File: src/rtl/md_pkg.sv
// Shared types and constants for the multiplier-divider issue/retire stage.
package md_pkg;

    typedef enum logic [1:0] {
        IDLE  = 2'd0,
        START = 2'd1,
        BUSY  = 2'd2,
        DONE  = 2'd3
    } md_state_e;

    typedef enum logic {
        OP_MULT = 1'b0,
        OP_DIV  = 1'b1
    } md_op_e;

    localparam logic [4:0]  MD_RSTATUS_REG   = 5'd30;
    localparam logic [31:0] MD_MULT_EXC_CODE = 32'd4;
    localparam logic [31:0] MD_DIV_EXC_CODE  = 32'd5;

    // $rstatus payload for a failed operation, chosen by the operation kind
    function automatic logic [31:0] exc_payload(input md_op_e op,
                                                input logic [31:0] mult_code,
                                                input logic [31:0] div_code);
        logic [31:0] code_v;
        case (op)
            OP_MULT: code_v = mult_code;
            OP_DIV:  code_v = div_code;
            default: code_v = mult_code;
        endcase
        return code_v;
    endfunction

endpackage

File: src/rtl/md_busy_counter.sv
// Clearable, enabled up-counter that flags when it reaches TERMINAL.
module md_busy_counter #(
    parameter int COUNT_W  = 7,
    parameter int TERMINAL = 63
) (
    input  logic               clock,
    input  logic               ctrl_reset,
    input  logic               clr,
    input  logic               en,
    output logic [COUNT_W-1:0] count,
    output logic               tc
);

    logic [COUNT_W-1:0] count_q;
    logic [COUNT_W-1:0] count_d;

    // next count: clear has priority over increment
    always_comb begin
        if (clr) begin
            count_d = {COUNT_W{1'b0}};
        end else if (en) begin
            count_d = count_q + COUNT_W'(1);
        end else begin
            count_d = count_q;
        end
    end

    // count register with synchronous active-low reset
    always_ff @(posedge clock) begin
        if (!ctrl_reset) begin
            count_q <= {COUNT_W{1'b0}};
        end else begin
            count_q <= count_d;
        end
    end

    assign count = count_q;
    assign tc    = (count_q == COUNT_W'(TERMINAL));

endmodule

File: src/rtl/md_issue_ctrl.sv
// Issue/retire control between execute and the multiplier-divider unit:
// launches one operation, stalls upstream while it runs, and hands the result to writeback.
module md_issue_ctrl
    import md_pkg::*;
#(
    parameter int          TIMEOUT_CYCLES = 64,
    parameter int          COUNT_W        = 7,
    parameter logic [4:0]  RSTATUS_REG    = MD_RSTATUS_REG,
    parameter logic [31:0] MULT_EXC_CODE  = MD_MULT_EXC_CODE,
    parameter logic [31:0] DIV_EXC_CODE   = MD_DIV_EXC_CODE
) (
    input  logic        clock,
    input  logic        ctrl_reset,
    input  logic        req_mult,
    input  logic        req_div,
    input  logic [31:0] req_operandA,
    input  logic [31:0] req_operandB,
    input  logic [4:0]  req_rd,
    input  logic        ctrl_flush,
    output logic        md_ctrl_MULT,
    output logic        md_ctrl_DIV,
    output logic [31:0] md_operandA,
    output logic [31:0] md_operandB,
    input  logic [31:0] md_result,
    input  logic        md_exception,
    input  logic        md_resultRDY,
    output logic        stall_pipeline,
    output logic        wb_valid,
    input  logic        wb_ready,
    output logic [4:0]  wb_rd,
    output logic [31:0] wb_data,
    output logic        wb_exception
);

    md_state_e   state_q, state_d;
    md_op_e      op_q, op_d;
    logic [4:0]  rd_q, rd_d;
    logic [31:0] opa_q, opa_d;
    logic [31:0] opb_q, opb_d;
    logic        ctrl_mult_q, ctrl_mult_d;
    logic        ctrl_div_q, ctrl_div_d;
    logic [4:0]  wb_rd_q, wb_rd_d;
    logic [31:0] wb_data_q, wb_data_d;
    logic        wb_exc_q, wb_exc_d;

    logic               cnt_clr_s;
    logic               cnt_en_s;
    logic               cnt_tc_s;
    logic [COUNT_W-1:0] cnt_s;

    md_busy_counter #(
        .COUNT_W  (COUNT_W),
        .TERMINAL (TIMEOUT_CYCLES - 1)
    ) u_busy_counter (
        .clock      (clock),
        .ctrl_reset (ctrl_reset),
        .clr        (cnt_clr_s),
        .en         (cnt_en_s),
        .count      (cnt_s),
        .tc         (cnt_tc_s)
    );

    // next-state, operand latch and writeback capture
    always_comb begin
        state_d     = state_q;
        op_d        = op_q;
        rd_d        = rd_q;
        opa_d       = opa_q;
        opb_d       = opb_q;
        ctrl_mult_d = 1'b0;
        ctrl_div_d  = 1'b0;
        wb_rd_d     = wb_rd_q;
        wb_data_d   = wb_data_q;
        wb_exc_d    = wb_exc_q;
        cnt_clr_s   = 1'b0;
        cnt_en_s    = 1'b0;

        case (state_q)
            IDLE: begin
                if (req_mult || req_div) begin
                    op_d        = req_mult ? OP_MULT : OP_DIV;
                    rd_d        = req_rd;
                    opa_d       = req_operandA;
                    opb_d       = req_operandB;
                    // pulse registers are loaded now so they are high exactly during START
                    ctrl_mult_d = req_mult;
                    ctrl_div_d  = ~req_mult;
                    state_d     = START;
                end else begin
                    state_d = IDLE;
                end
            end
            START: begin
                cnt_clr_s = 1'b1;
                if (ctrl_flush) begin
                    state_d = IDLE;
                end else begin
                    state_d = BUSY;
                end
            end
            BUSY: begin
                cnt_en_s = 1'b1;
                if (ctrl_flush) begin
                    state_d = IDLE;
                end else if (md_resultRDY && (cnt_s != {COUNT_W{1'b0}})) begin
                    // a ready seen at count 0 may be left over from the previous op
                    if (md_exception) begin
                        wb_rd_d   = RSTATUS_REG;
                        wb_data_d = exc_payload(op_q, MULT_EXC_CODE, DIV_EXC_CODE);
                        wb_exc_d  = 1'b1;
                    end else begin
                        wb_rd_d   = rd_q;
                        wb_data_d = md_result;
                        wb_exc_d  = 1'b0;
                    end
                    state_d = DONE;
                end else if (cnt_tc_s) begin
                    wb_rd_d   = RSTATUS_REG;
                    wb_data_d = exc_payload(op_q, MULT_EXC_CODE, DIV_EXC_CODE);
                    wb_exc_d  = 1'b1;
                    state_d   = DONE;
                end else begin
                    state_d = BUSY;
                end
            end
            DONE: begin
                if (wb_ready) begin
                    state_d = IDLE;
                end else begin
                    state_d = DONE;
                end
            end
            default: begin
                state_d = IDLE;
            end
        endcase
    end

    // state and output registers with synchronous active-low reset
    always_ff @(posedge clock) begin
        if (!ctrl_reset) begin
            state_q     <= IDLE;
            op_q        <= OP_MULT;
            rd_q        <= 5'd0;
            opa_q       <= 32'd0;
            opb_q       <= 32'd0;
            ctrl_mult_q <= 1'b0;
            ctrl_div_q  <= 1'b0;
            wb_rd_q     <= 5'd0;
            wb_data_q   <= 32'd0;
            wb_exc_q    <= 1'b0;
        end else begin
            state_q     <= state_d;
            op_q        <= op_d;
            rd_q        <= rd_d;
            opa_q       <= opa_d;
            opb_q       <= opb_d;
            ctrl_mult_q <= ctrl_mult_d;
            ctrl_div_q  <= ctrl_div_d;
            wb_rd_q     <= wb_rd_d;
            wb_data_q   <= wb_data_d;
            wb_exc_q    <= wb_exc_d;
        end
    end

    assign md_ctrl_MULT   = ctrl_mult_q;
    assign md_ctrl_DIV    = ctrl_div_q;
    assign md_operandA    = opa_q;
    assign md_operandB    = opb_q;
    assign wb_rd          = wb_rd_q;
    assign wb_data        = wb_data_q;
    assign wb_exception   = wb_exc_q;
    assign stall_pipeline = (state_q != IDLE);
    assign wb_valid       = (state_q == DONE);

endmodule
File: config.mk
export PLATFORM = sky130hd
export DESIGN_NAME = md_issue_ctrl
export DESIGN_NICKNAME = d
export VERILOG_FILES = /design/src/rtl/md_pkg.sv /design/src/rtl/md_busy_counter.sv /design/src/rtl/md_issue_ctrl.sv
export SDC_FILE = /design/constraint.sdc
export NUM_CORES = 1
export LEC_CHECK = 0
export CAP_MARGIN = 20
export CORE_MARGIN = 5
export CORE_UTILIZATION = 30
export CTS_CLUSTER_SIZE = 30
export DETAILED_ROUTE_END_ITERATION = 7
export GPL_ROUTABILITY_DRIVEN = 0
export GPL_TIMING_DRIVEN = 0
export SLEW_MARGIN = 10
export SYNTH_ARGS = -nofsm -noshare
export SYNTH_HDL_FRONTEND = slang
export SYNTH_SLANG_ARGS = --single-unit
File: constraint.sdc
create_clock -name clock -period 2.2 [get_ports clock]
set_input_delay 0.44 -clock clock [delete_from_list [all_inputs] [get_ports clock]]
set_output_delay 0.44 -clock clock [all_outputs]
set_load 0.01 [all_outputs]
==> results by group <==
Critical path
  • Cells along the critical path: clkdlybuf4s50_1, o21ai_1, clkbuf_1, nand2_1, a21oi_1
  • Critical Path Start Type: primary input
  • CP Data Required Time: around 2500 ps
  • CP Data Arrival Time: 2340 ps
  • CP bufs+invs: 2
  • CP peak stage delay: 690 ps
  • Critical path's top delay family: buffers and inverters
  • Crit-path slowest cell: o21ai_1
  • CP max FO: 10
  • Setup CP Type: in -> reg
  • Element type at the critical path end: flip-flop

CTS
  • CTS sink count: 119
  • Number of CTS-inserted buffers: 17
  • Clock buffer depth: 2
  • Clk Latency, worst-skew pair: around 400 ps
  • Hold_buf cts: 0
  • CTS tree: yes
  • Clk slew on worst S/H paths: around 50 ps
  • Clock root buffer: clkbuf_16
  • Post-cts repair resize count: 0
  • CTS H-tree depth: 4
  • Setup bufs post-CTS: 0

Power and ir drop
  • Leak Pwr: 2.74 nW
  • Power after layout: 5.90 mW
  • Power Density: 815 nW/um2
  • VDD IR max: 0.477 mV

Global route
  • Largest net degree at the start of global routing: 17
  • First-pass GRT wire length: around 23000 um
  • Vias in the first global route: roughly 4400
  • GR Overflow Total: 0
  • Antenna violations before repair: 0
  • Tot GR Track Use: 0.173

Synth
  • Mapped Area: 4280 um2
  • XOR/XNOR share of the synthesized area: 0.0123
  • Synthesis-stage register bit count: 119
  • Area fraction of the dominant cell type after synthesis: 0.557
  • Synth Flop Type: dfxtp_1
  • Top post-synthesis cells by count: nand2_1, dfxtp_1, a21oi_1
  • Simple-Gate Fraction of Synth Area: 0.186
  • Top-count cell post-synth: nand2_1
  • Post-synthesis cell type count: 36
  • Most area-hungry cell type in the Yosys netlist: dfxtp_1
  • Area contributors post-synth: dfxtp_1, nand2_1, a21oi_1
  • Syn. warnings: 0
  • Number of synthesized flops with an enable pin: 0
  • Asr flop ratio synth: 0
  • Adder-cell share of the synthesized area: 0.00585
  • Largest family of logic cells by synthesized area: simple AND/OR/NAND/NOR gates
  • Post-synthesis sequential area ratio: 0.557
  • Mux share of post-synthesis cell area: 0.00468
  • Mapped Nets: 604
  • Compound-gate portion of the synthesized area: 0.182
  • Avg Inst Size Synth: between 8 and 9 um2
  • Post-synthesis instance total: 493

Floorplan
  • Initial core utilization: 0.307
  • I/O Pins: 215
  • Core ar.: between 10000 and 15000 um2
  • Die W: 129 um
  • Chip height: 129 um
  • Site Rows: 43
  • Die area: 16800 um2

Timing
  • Setup-failing EPs final: 0
  • Slew Limit Fails: 0
  • Setup TNS: 0 ps
  • Worst slew margin: 0.447
  • Fin. Hold Viols: 0
  • Tmin final: 2020 ps
  • Fmax: 496 MHz
  • Fin Hold WS: 453 ps
  • Setup ws final: 182 ps
  • Period utilization: 0.917
  • Clock skew: around 4.5 ps
  • Slew @ Worst Pin: between 800 and 900 ps
  • RSZ-0062 raised after global routing: no

Cells and area
  • Share of layout cells above drive strength 1: 0.0623
  • Seq. cell area: 2380 um2
  • Area Growth Syn to Fin: 69.2%
  • Layout fillers: 1296
  • Non-filler cells, final: 918
  • Final instance area: 7240 um2
  • Antenna Cells: 0
  • Area of the multi-input gates: 1670 um2
  • Util after Layout: 0.520
  • Layout Nets: roughly 840

Drt
  • WL/cell: 15.9 um
  • DRC Markers: 0
  • Initial DRC Count: 106
  • DR vias/cell: 4.71
  • DRT antenna net count: 0
  • DR vias: 4320
  • DRT Pass-1 Iters: 4
  • Final wirelength: ~15000 um

Place
  • Placed Area: 6640 um2
  • Post-DP HPWL: 10900 um
  • Place WS: -267 ps
  • IO buf count: 213
  • Placed Instances: 886

Worst hold path
  • Worst Hold Class: reg -> reg

Run
  • Max Cap Viol: 0

Run status
  • Status: finished, final reports clean
[routing by layer]
| metal | global-route usage | part of all wire | vias to the layer above |
|---|---|---|---|
| li1 | - | - | 2141 |
| met5 | 0 | 0 | - |
| met4 | 0.0666 | 0.018 | 0 |
| met2 | 0.283 | 0.47 | 181 |
| met3 | 0.0833 | 0.12 | 18 |
| met1 | 0.195 | 0.39 | 1980 |
[worst register-to-register path: stages, from the launching register on]
cell and delay (ps):
dfxtp_1 350, nor2_1 230, o21a_1 150, clkbuf_1 390, clkbuf_1 480, nand2_1 130
a21oi_1 140
[registers in the layout, indices dropped and copies added, names as in the netlist, 2 cells and up]
signal and cells:
md_operandA 32, md_operandB 32, wb_data 32, u_busy_counter.count 7, rd_q 5, wb_rd 5
state_q 2
[power by group]
| group | internal (mW) | total [mW] | switching, mW |
|---|---|---|---|
| sequential | 2.27 | 2.33 | 0.0606 |
| combinational | 0.426 | 0.791 | 0.365 |
| clock | 1.84 | 2.78 | 0.942 |
| total | 4.53 | 5.90 | 1.37 |
[worst paths after layout]
path	startpoint	endpoint	slack (ps)	cells after the start
worst max-delay path	req_mult	md_operandA[0]	180	5
worst min-delay path	md_operandA[15]	md_operandA[15]	450	2
worst min register to register	md_operandA[15]	md_operandA[15]	450	2
worst max register to register	state_q[1]	md_operandB[31]	260	6
[layout make-up]
cell class              count  share of cell area
clock inverters             8              0.0128
clock buffers              24              0.0707
multi-input cells         328               0.231
flip-flops and latches    119               0.329
plain buffers              38              0.0266
well taps                 180              0.0311
inverters                   8             0.00415
repair buffers            213               0.294
[cell usage in the layout, fill, tap and decap left out, drive strengths merged, types with 2 or more instances in the layout]
cell,Yosys,routed
clkdlybuf4s50,0,213
nand2,142,142
dfxtp,119,119
a21oi,72,72
clkbuf,27,51
nor2,43,43
a32oi,31,31
buf,11,11
inv,8,8
o221a,5,5
xor2,5,5
clkinv,0,5
o21ai,3,3
o21a,2,2
mux2i,2,2
and3,2,2
nand4,2,2
nor3,2,2
ha,2,2
bufinv,0,2
a211o,2,2
a211oi,2,2
[kinds of logic (layout without fill, tap and decap cells)]
group | count (synthesis) | in the layout
AO/OA/AOI/OAI | 120 | 120
XOR/XNOR | 6 | 6
adder cells (fa/ha/maj) | 2 | 2
buffers and inverters | 46 | 291
flip-flops | 119 | 119
multiplexers | 2 | 2
AND/OR/NAND/NOR | 198 | 198
Note: power is estimated with default switching activity, not from simulation.
